File: src/rtl/priority_encoder_rr.sv
`default_nettype none
// ============================================================================
//  Module      : priority_encoder_rr
//  Description : Registered priority encoder with a valid/ready stream interface.
//                Supports fixed (MSB-first) and round-robin priority per beat.
//  Revision    : 1.0 - initial release
// ============================================================================
module priority_encoder_rr #(
  parameter int WIDTH = 8,
  // Derived from WIDTH; leave at its default.
  parameter int IDX_W = $clog2(WIDTH)
) (
  input  logic             clk,
  input  logic             rst,
  input  logic [WIDTH-1:0] in_req,
  input  logic             in_rr_en,
  input  logic             in_valid,
  output logic             in_ready,
  output logic [IDX_W-1:0] out_idx,
  output logic [WIDTH-1:0] out_onehot,
  output logic             out_any,
  output logic             out_valid,
  input  logic             out_ready
);

  logic             out_valid_q, out_valid_d;
  logic [IDX_W-1:0] out_idx_q, out_idx_d;
  logic [WIDTH-1:0] out_onehot_q, out_onehot_d;
  logic             out_any_q, out_any_d;
  logic [IDX_W-1:0] rr_ptr_q, rr_ptr_d;

  logic             w_accept;
  logic             w_any;
  logic [IDX_W-1:0] w_idx;
  logic [IDX_W-1:0] w_cand;
  logic [WIDTH-1:0] w_onehot;
  int               w_base;
  int               w_pos;

  assign in_ready = !out_valid_q || out_ready;
  assign w_accept = in_valid && in_ready;

  // Search descends from base-1 with wrap; base=0 reproduces fixed MSB-first order.
  always_comb begin
    w_any    = 1'b0;
    w_idx    = '0;
    w_cand   = '0;
    w_onehot = '0;
    w_pos    = 0;
    w_base   = in_rr_en ? int'(rr_ptr_q) : 0;
    for (int k = 1; k <= WIDTH; k++) begin
      w_pos = w_base - k;
      if (w_pos < 0) w_pos = w_pos + WIDTH;
      w_cand = IDX_W'(w_pos);
      if (!w_any && in_req[w_cand]) begin
        w_any = 1'b1;
        w_idx = w_cand;
      end
    end
    if (w_any) w_onehot[w_idx] = 1'b1;
  end

  always_comb begin
    out_valid_d  = out_valid_q;
    out_idx_d    = out_idx_q;
    out_onehot_d = out_onehot_q;
    out_any_d    = out_any_q;
    rr_ptr_d     = rr_ptr_q;
    if (w_accept) begin
      out_valid_d  = 1'b1;
      out_idx_d    = w_idx;
      out_onehot_d = w_onehot;
      out_any_d    = w_any;
      if (in_rr_en && w_any) rr_ptr_d = w_idx;
    end else if (out_ready) begin
      out_valid_d = 1'b0;
    end
  end

  always_ff @(posedge clk or posedge rst) begin
    if (rst) begin
      out_valid_q  <= 1'b0;
      out_idx_q    <= '0;
      out_onehot_q <= '0;
      out_any_q    <= 1'b0;
      rr_ptr_q     <= '0;
    end else begin
      out_valid_q  <= out_valid_d;
      out_idx_q    <= out_idx_d;
      out_onehot_q <= out_onehot_d;
      out_any_q    <= out_any_d;
      rr_ptr_q     <= rr_ptr_d;
    end
  end

  assign out_valid  = out_valid_q;
  assign out_idx    = out_idx_q;
  assign out_onehot = out_onehot_q;
  assign out_any    = out_any_q;

endmodule
`default_nettype wire

File: config.mk
export PLATFORM = sky130hd
export DESIGN_NAME = priority_encoder_rr
export DESIGN_NICKNAME = d
export VERILOG_FILES = /design/src/rtl/priority_encoder_rr.sv
export SDC_FILE = /design/constraint.sdc
export NUM_CORES = 1
export LEC_CHECK = 0
export ABC_AREA = 1
export CORE_MARGIN = 2
export CORE_UTILIZATION = 51
export CTS_CLUSTER_DIAMETER = 60
export DETAILED_ROUTE_END_ITERATION = 16
export HOLD_SLACK_MARGIN = 0.15
export PLACE_DENSITY = 0.88
export SLEW_MARGIN = 5
export SYNTH_ARGS = -nofsm -noshare
export SYNTH_HDL_FRONTEND = slang
export SYNTH_SLANG_ARGS = --single-unit
File: constraint.sdc
create_clock -name clk -period 3.65 [get_ports clk]
set_input_delay 0.5475 -clock clk [delete_from_list [all_inputs] [get_ports clk]]
set_output_delay 0.5475 -clock clk [all_outputs]
set_load 0.05 [all_outputs]
Word-level counts from Yosys, hierarchy flattened
Index checks and enable logic that the tools add are counted.
- bitwise logic cells: 0
- add/sub/neg operators: 16
- shift-type cells: 0
- divide/modulo/power cells: 0
- magnitude comparators: 18
- multiplexer cells: 46
- equal/unequal tests: 0
- $mul: 0
- reductions and logical operators: 21
- operator list (kind ; number):
    $mux W3 ; 17
    $lt A3 B4 Y1 const B ; 9
    $lt A4 B1 Y1 const B ; 7
    $add A3 B1 Y3 const B ; 8
    $bmux W1 S3 ; 8
    $mux W1 ; 19
    $sub A3 B3 Y4 const B ; 4
    $logic_and A1 B1 Y1 ; 10
    $logic_not A1 Y1 ; 8
    $mux W8 ; 1
    $sub A3 B2 Y4 const B ; 2
    $lt A5 B1 Y1 const B ; 1
    $sub A3 B4 Y5 const B ; 1
    $sub A3 B1 Y4 const B ; 1
    $demux W1 S3 ; 1
    $ge A3 B1 Y1 const B ; 1
    $reduce_and A2 Y1 ; 1
    $reduce_bool A2 Y1 ; 1
    $logic_or A1 B1 Y1 ; 1
- logic and storage cells: 106
- bits of input ports: 13
- memories kept: 0
- bits in read-only memories: 0
- RAM bits: 0
- flip-flop bits (word level): 16
- output and inout port bits: 14
- bits in latches: 0

Depth between registers and ports, before layout
- depth after elaboration: 33
- depth in mapped cells: 20
- mapped depth without buffers: 18

Worst setup path before layout
Ideal clock, no wire load.
- kind: input to register
- start: in in_rr_en
- end: reg out_onehot_q[0] (netlist: out_onehot[0])
- cell stages on the path: 16
- data required time: 3.532 ns
- setup time: 0.118 ns
- arrival: 2.424 ns
- path slack: 1.109 ns
- path through: buf_6 -> nand2_4 -> buf_4 -> ha_1 -> inv_1 -> nand3_1 -> nand2_1 -> nand2_1 -> nand2_2 -> nand4_4 -> nor3_4 -> nand2_1 -> o21ai_1 -> a21oi_2 -> nand2_1 -> nand2_1
- longest elaborated chain between the ends: 33
- elaborated cells on any way between the ends: 85
- those cells by class: add/sub: 16; order compare: 10; mux: 44; reduce/logical: 15
- ends and longest elaborated chain (item ; RTL line ; source):
    start: declaration ; 16 ; input logic in_rr_en,
    $mux W3 (*) ; 50 ; w_base = in_rr_en ? int'(rr_ptr_q) : 0;
    $sub A3 B1 Y4 ; 52 ; w_pos = w_base - k;
    $lt A4 B1 Y1 or $add A3 B1 Y3 (tied branches) ; 53 ; if (w_pos < 0) w_pos = w_pos + WIDTH;
    $mux W3 ; 53 ;
    $bmux W1 S3 ; 55 ; if (!w_any && in_req[w_cand]) begin
    $mux W1 (not written as such) ; 55 ;
    $mux W1 ; 55 ;
    $logic_not A1 Y1 ; 55 ;
    (+17 left out) ; -- ;
    $logic_not A1 Y1 ; 55 ;
    $logic_and A1 B1 Y1 ; 55 ;
    $mux W3 ; 55 ;
    $lt A3 B4 Y1 (not written as such) or $ge A3 B1 Y1 (tied branches) ; 60 ; if (w_any) w_onehot[w_idx] = 1'b1;
    $logic_and A1 B1 Y1 (not written as such) ; 60 ;
    $mux W1 (not written as such) ; 60 ;
    $demux W1 S3 ; 60 ;
    $mux W8 (*) ; 60 ;
    end signal: assignment ; 90 ; out_onehot_q <= out_onehot_d;
    end: declaration ; 28 ; logic [WIDTH-1:0] out_onehot_q, out_onehot_d;
Mark *: on every way between the ends. The rest lies on a longest branch, timed or not. The select of a mux whose other input is x is not followed.
A chain may end at the register's enable or synchronous reset.

Final worst setup path
- start: in in_rr_en
- end: reg out_onehot_q[5] (netlist: out_onehot[5])
Same word-level chain as after synthesis.

==> flow_summary.yaml <==
run_status:
  status: "finished, final reports clean"
final_layout:
  drive_above_1_share_pct: 13.2
  antennaDiodeCount: 0
  final-instance-count-excl-fill: 339
  nNetsFinal: 310
  fin_area_um2: 1960
  fin_util_pct: 63.6
  areaGrowthSynthToFinish_pct: 18.5
die:
  die_h_um: 60.9
  start_util_pct: 53.7
  rows: 20
  dieArea_um2: 3710
  coreArea_um2: 3080
  ios: 27
  dieWidth_um: 60.9
logic_synthesis:
  synth_area_leaders: "dfrtp_1 (24%), nand2_1 (24%), nand3_1 (15%), inv_1 (5.7%), nand2_2 (3.4%)"
  synth.top_cells.by_count: "nand2_1 (105), nand3_1 (50), inv_1 (25), dfrtp_1 (16), nor2_1 (14)"
  ys_seq_elements: 16
  synth_cells: 270
  ys.flop_type: "dfrtp_1"
  yosysWarnings: 0
  yosysTopAreaCell: "dfrtp_1"
  synth_top_area_share_pct: 24.2
  synth_edf_count: 0
  synth_area_per_cell_um2: 6.12
  synth_area_um2: 1650
  seq_area_frac_synth_pct: 24.2
  synth.most_common_cell: "nand2_1"
  ys_async_sr_fraction_pct: 100
  yosysUniqueCellTypes: 29
  syn_nets: 284
drt:
  wire_per_inst_um: 12.0
  dr.pass1.iters: 4
  vias: 1826
  antenna_left: 0
  via_per_inst: 5.39
  wirelength_um: 4080
  drtIter0Drc: 118
  drc: 0
global_route:
  grt_max_degree: 19
  grt_pass1_wl_um: 6910
  grt_usage_pct: 24.5
  grt_pass1_vias: 1595
  grt-ovfl-total: 0
  grt_antenna_before_repair: 0
timing:
  hold_violations: 0
  grt_setup_unrepaired: "false"
  tns_ps: 0
  whs_ps: 496
  fin_crit_sh_pct: 80.6
  slew_headroom_pct: 61.3
  setup_viol: 0
  skew_ps: 6.54
  tightest_slew_ps: 580
  period_minus_slack_ps: 2940
  finalMaxSlewViolations: 0
  fmax_mhz: 340
critical_path:
  cp_common_cell: "nand2_1"
  end_kind: "flip-flop"
  cp_data_required_time_ps: 3880
  cpPeakStageDelay_ps: 600
  slowest_stage: "clkdlybuf4s50_1"
  worstPathMaxFanout: 5
  path_cells: "clkdlybuf4s50_1, nand2_4, ha_1, inv_1, nand3_1, nand2_1, nand2_1, nand2_2, nand4_4, nor2_4, nand4_1, nand3_1, nand2_1, nor2_2, nand2_1, nand2_1"
  arrival_ps: 3170
  start_kind: "input port"
  path_class: "input port to flip-flop"
run:
  maxCapViolCount: 0
power_and_ir_drop:
  p_seq_share_pct: 18.2
  p_switching_mw: 1.05
  p_leak_nw: 1.06
  peakVddDrop_mv: 0.532
  p_comb_share_pct: 75.3
  swShare_pct: 59.3
  powerDensity_nw_per_um2: 909
  pwr-share-clk_pct: 6.5
  intPower_uw: 725
cts:
  postCtsSetupBuffers: 0
  cts_resized: 0
  htree_levels: 1
  clk_pin_slew_ps: 90
  cts_tree: "done"
  clock_latency_ps: 290
  ctsHoldBuffers: 0
  cts_made_buffers: 3
  clockBufferDepth: 2
  clockRootBuffer: "clkbuf_4"
  cts.sinks: 16
placement:
  place_inst: 335
  place.port_buffers: 26
  place_area_um2: 1920
  gp_congestion: 0.975
  dp_hpwl_um: 3300
min_path:
  holdCritPathClass: "flip-flop to flip-flop"
## metal layers
| metal | GRT usage [%] | routed length [um] |
|---|---|---|
| met3 | 2.13 | 281 |
| met4 | 7.76 | 63 |
| met5 | 0 | 0 |
| met1 | 34.9 | 1860 |
| met2 | 39.5 | 1880 |
## final cells by class
cell class	instances	area (um^2)
inverter	29	109
fill	291	1120
timing repair buffer	30	290
clock buffer	4	36.3
sequential	16	400
multi-input combinational	216	1070
tap	44	55.1
## path summary, 6_finish.rpt
path	from	end	cells after the start	slack (ps)
min in group asynchronous	rst	out_onehot[7]$_DFFE_PP0P_	2	610
min reg2reg	out_onehot[7]$_DFFE_PP0P_	out_onehot[7]$_DFFE_PP0P_	2	500
min	out_onehot[7]$_DFFE_PP0P_	out_onehot[7]$_DFFE_PP0P_	2	500
max	in_rr_en	out_onehot[5]$_DFFE_PP0P_	16	710
max in group asynchronous	rst	out_valid$_DFFE_PP0P_	2	2660
max reg2reg	rr_ptr_q[0]$_DFFE_PP0P_	out_onehot[5]$_DFFE_PP0P_	15	880
## power groups by stage
stage          Combinational, mW  Clock, mW  Sequential [mW]
2_1_floorplan              0.900          0            0.461
3_3_place_gp                1.31          0            0.324
3_5_place_dp                1.33          0            0.324
4_1_cts                     1.33      0.117            0.323
5_1_grt                     1.48      0.123            0.334
6_report                    1.34      0.116            0.324
## stage by stage
stage               power [mW]  worst slack [ps]
global placement          1.63               518
global route              1.94               453
detailed placement        1.65               427
floorplan                 1.36              1110
CTS                       1.77               718
finish                    1.78               707
## cells by family (layout without fill, tap and decap cells)
logic type	Yosys count	after routing	share of synthesized area (%)
xor+xnor	2	2	1.06
compound gates	14	14	5.61
fa+ha+maj	1	1	0.757
simple gates	199	199	57.1
flops	16	16	24.2
buf+inv	38	63	11.2
## cell usage in the layout, fill, tap and decap left out, types with 5 or more instances in the layout
master,netlist,layout
nand2_1,105,105
nand3_1,50,50
o21ai_0,5,5
clkdlybuf4s50_1,0,26
nand2_2,9,9
nor2_1,14,14
nand4_1,6,6
inv_1,25,25
dfrtp_1,16,16
## state kept, by name, indices dropped and copies added (netlist names)
register    cells
out_any         1
out_valid       1
out_onehot      8
out_idx         3
rr_ptr_q        3
## critical path, delay by kind of cell
kind | cells | cell delay (ps)
adders and majority gates | 1 | 380
buffers and inverters | 2 | 740
and+or+nand+nor | 13 | 1480
(Power assumes the default switching activity.)
==> RTL edit, RTL diff (same flow settings) <==
`WIDTH`: 8 -> 16.
--- a/src/rtl/priority_encoder_rr.sv
+++ b/src/rtl/priority_encoder_rr.sv
@@ -6,7 +6,7 @@
 //  Revision    : 1.0 - initial release
 // ============================================================================
 module priority_encoder_rr #(
-  parameter int WIDTH = 8,
+  parameter int WIDTH = 16,
   // Derived from WIDTH; leave at its default.
   parameter int IDX_W = $clog2(WIDTH)
 ) (
Interface: changed (resized in_req, out_idx and out_onehot); port bits go from 27 to 44. No check against the original RTL was run, so the function may have changed too.
==> RTL edit against the unedited design <==
  * Synthesized cell count grew 130%
  * Critical endpoint is now out_onehot[4]
  * Final area grew to 2.5 times the old value
  * Power grew to 3.2 times the old value
  * Core utilization grew 5.5 points
  * Routed wire length grew to 3.2 times the old value
  * Worst setup slack lost 0.46 ns
  * Sequential cell count grew 10
  * Die area grew 110%
  * Clock power grew 110%
  * Count of clock-buffer cells in the layout shrank 1
  * Area after synthesis grew 120%
  * Sequential power grew 49%
==> RTL edit: results (changes against the unedited design) <==
[run_status]
status = finished, final reports clean

[cells_and_area]
buffer_area_share_pct = 23.6  ; +8.7 points
largest_reg_flops = 16  ; +8
num-multi-input-gates = 499  ; +130%
clk_share_pct = 1.45  ; -0.41 points
multi_input_area_mm2 = 0.00267  ; +150%
fillers = 605  ; +110%
ff_latch_area_um2 = 652  ; +63%
fin_util_pct = 69.1  ; +5.5 points
drive_above_1_share_pct = 26.0  ; +13 points
buffers_excl_clock = 139  ; +360%
final_nets = 759  ; +140%
inverters_excl_clock = 68  ; +130%

[drt]
wl_per_cell_um = 15.5  ; +29%
drtIter0Drc = 417  ; +250%
drt-pass1-iter-count = 5  ; +1
num_vias = 4781  ; +160%
vias_per_cell = 5.73  ; +6.3%

[setup_path]
crit_path_max_fanout = 25  ; +20
slowest_delay_ns = 0.42  ; -0.18 ns
cp.arrival_ns = 3.62  ; +0.45 ns
crit_slowest_cell = dfrtp_1
cp_top_family = simple AND/OR/NAND/NOR gates
rrSetupSlack_ns = 0.25  ; -0.63 ns
crit_path_end = out_onehot[4]
worst_r2r_path_depth = 25  ; +10
startpoint = rr_ptr_q[0]

[yosys]
synth_area_leaders = nand2_1 (20%), nand3_1 (19%), dfrtp_1 (18%), inv_1 (5.7%), nor2_1 (4.4%)
yosysSeqAreaShare_pct = 17.6  ; -6.6 points
synth.distinct_cells = 36  ; +24%
synth_common_cells = nand2_1 (193), nand3_1 (139), inv_1 (56)
syn-num-nets = 633  ; +120%
ys_ff_latch = 26  ; +10
synthCells = 611  ; +130%

[sta]
holdWs_ns = 0.495  ; -0.00181 ns
worst_pin_slew_ns = 0.940  ; +0.360 ns
finClkSkew_ns = 0.00719  ; +0.000648 ns

[place]
dpl.hpwl_mm = 10.5  ; +220%
port_buffers = 43  ; +65%
dp_cells = 831  ; +150%
placed_area_mm2 = 0.00485  ; +150%
gp_routability_congestion = 1.02  ; +4.4%

[global_route]
grt.total_usage_pct = 34.0  ; +9.5 points
grt_max_degree = 27  ; +8
grt_pass1_vias = 4698  ; +190%
grt_pass1_wl_mm = 21.1  ; +210%

[hold_path]
min_from = out_onehot[0]
hold_end = out_onehot[0]

[clock_network]
cts_buffers = 3  ; unchanged
cts-htree-levels = 1  ; unchanged
clock-root-buffer = clkbuf_8

[power_and_ir_drop]
worst_ir_drop_vdd_mv = 0.822  ; +55%
p_leak_nw = 2.67  ; +150%

-- RTL edit: per-stage QoR --
step,setup TNS (ns),worst slack [ns]
after floorplan,0,0.143
after global placement,-9.13,-0.446
after detailed placement,-11.31,-0.568
after CTS,0,0.0775
after global routing,0,0.00798
final,0,0.250
-- RTL edit: cells by family (layout without fill, tap and decap cells) --
| kind of cell | Yosys count | after routing | share of synthesized area, % |
|---|---|---|---|
| buf+inv | 86 | 211 | 10.5 |
| simple gates | 461 | 461 | 63.5 |
| xor+xnor | 4 | 4 | 1.86 |
| compound gates | 33 | 33 | 6.20 |
| fa+ha+maj | 1 | 1 | 0.339 |
| flops | 26 | 26 | 17.6 |
-- RTL edit: worst reg2reg max path: stages (launching register included) --
cell and delay (ns):
dfrtp_1 0.42, buf_4 0.31, inv_1 0.11, nand3_1 0.09
nand2_1 0.19, buf_4 0.20, nand2_1 0.05, nand3_1 0.07
nand3_1 0.13, nand2_2 0.09, buf_4 0.14, nand3_1 0.06
nand2_1 0.05, inv_1 0.06, nand3_1 0.07, nor2_1 0.09
nand3_1 0.09, nor2_1 0.10, nand3_1 0.09, nor2_1 0.13
nand3_1 0.12, nor2_1 0.10, nand3_1 0.16, nor2_2 0.27
nand2_1 0.11, nand2_1 0.07
-- RTL edit: routing by layer --
layer	GRT usage [%]	routed length, um	vias up
met4	24.8	938	0
met3	3.42	995	84
met1	39.4	5000	2146
met5	0	0	-
met2	57.9	6050	290
li1	-	-	2261
-- RTL edit: power breakdown --
group / internal [mW] / leakage (nW) / switching, mW
Clock: 0.147 / 0.0357 / 0.0911
Sequential: 0.390 / 0.339 / 0.0920
Combinational: 1.81 / 2.29 / 3.09
Total: 2.35 / 2.67 / 3.28
-- RTL edit: timing repair --
item	in CTS	in global routing
endpoints found under the setup margin	24	24
pin swaps	0	0
gates resized for setup	3	6
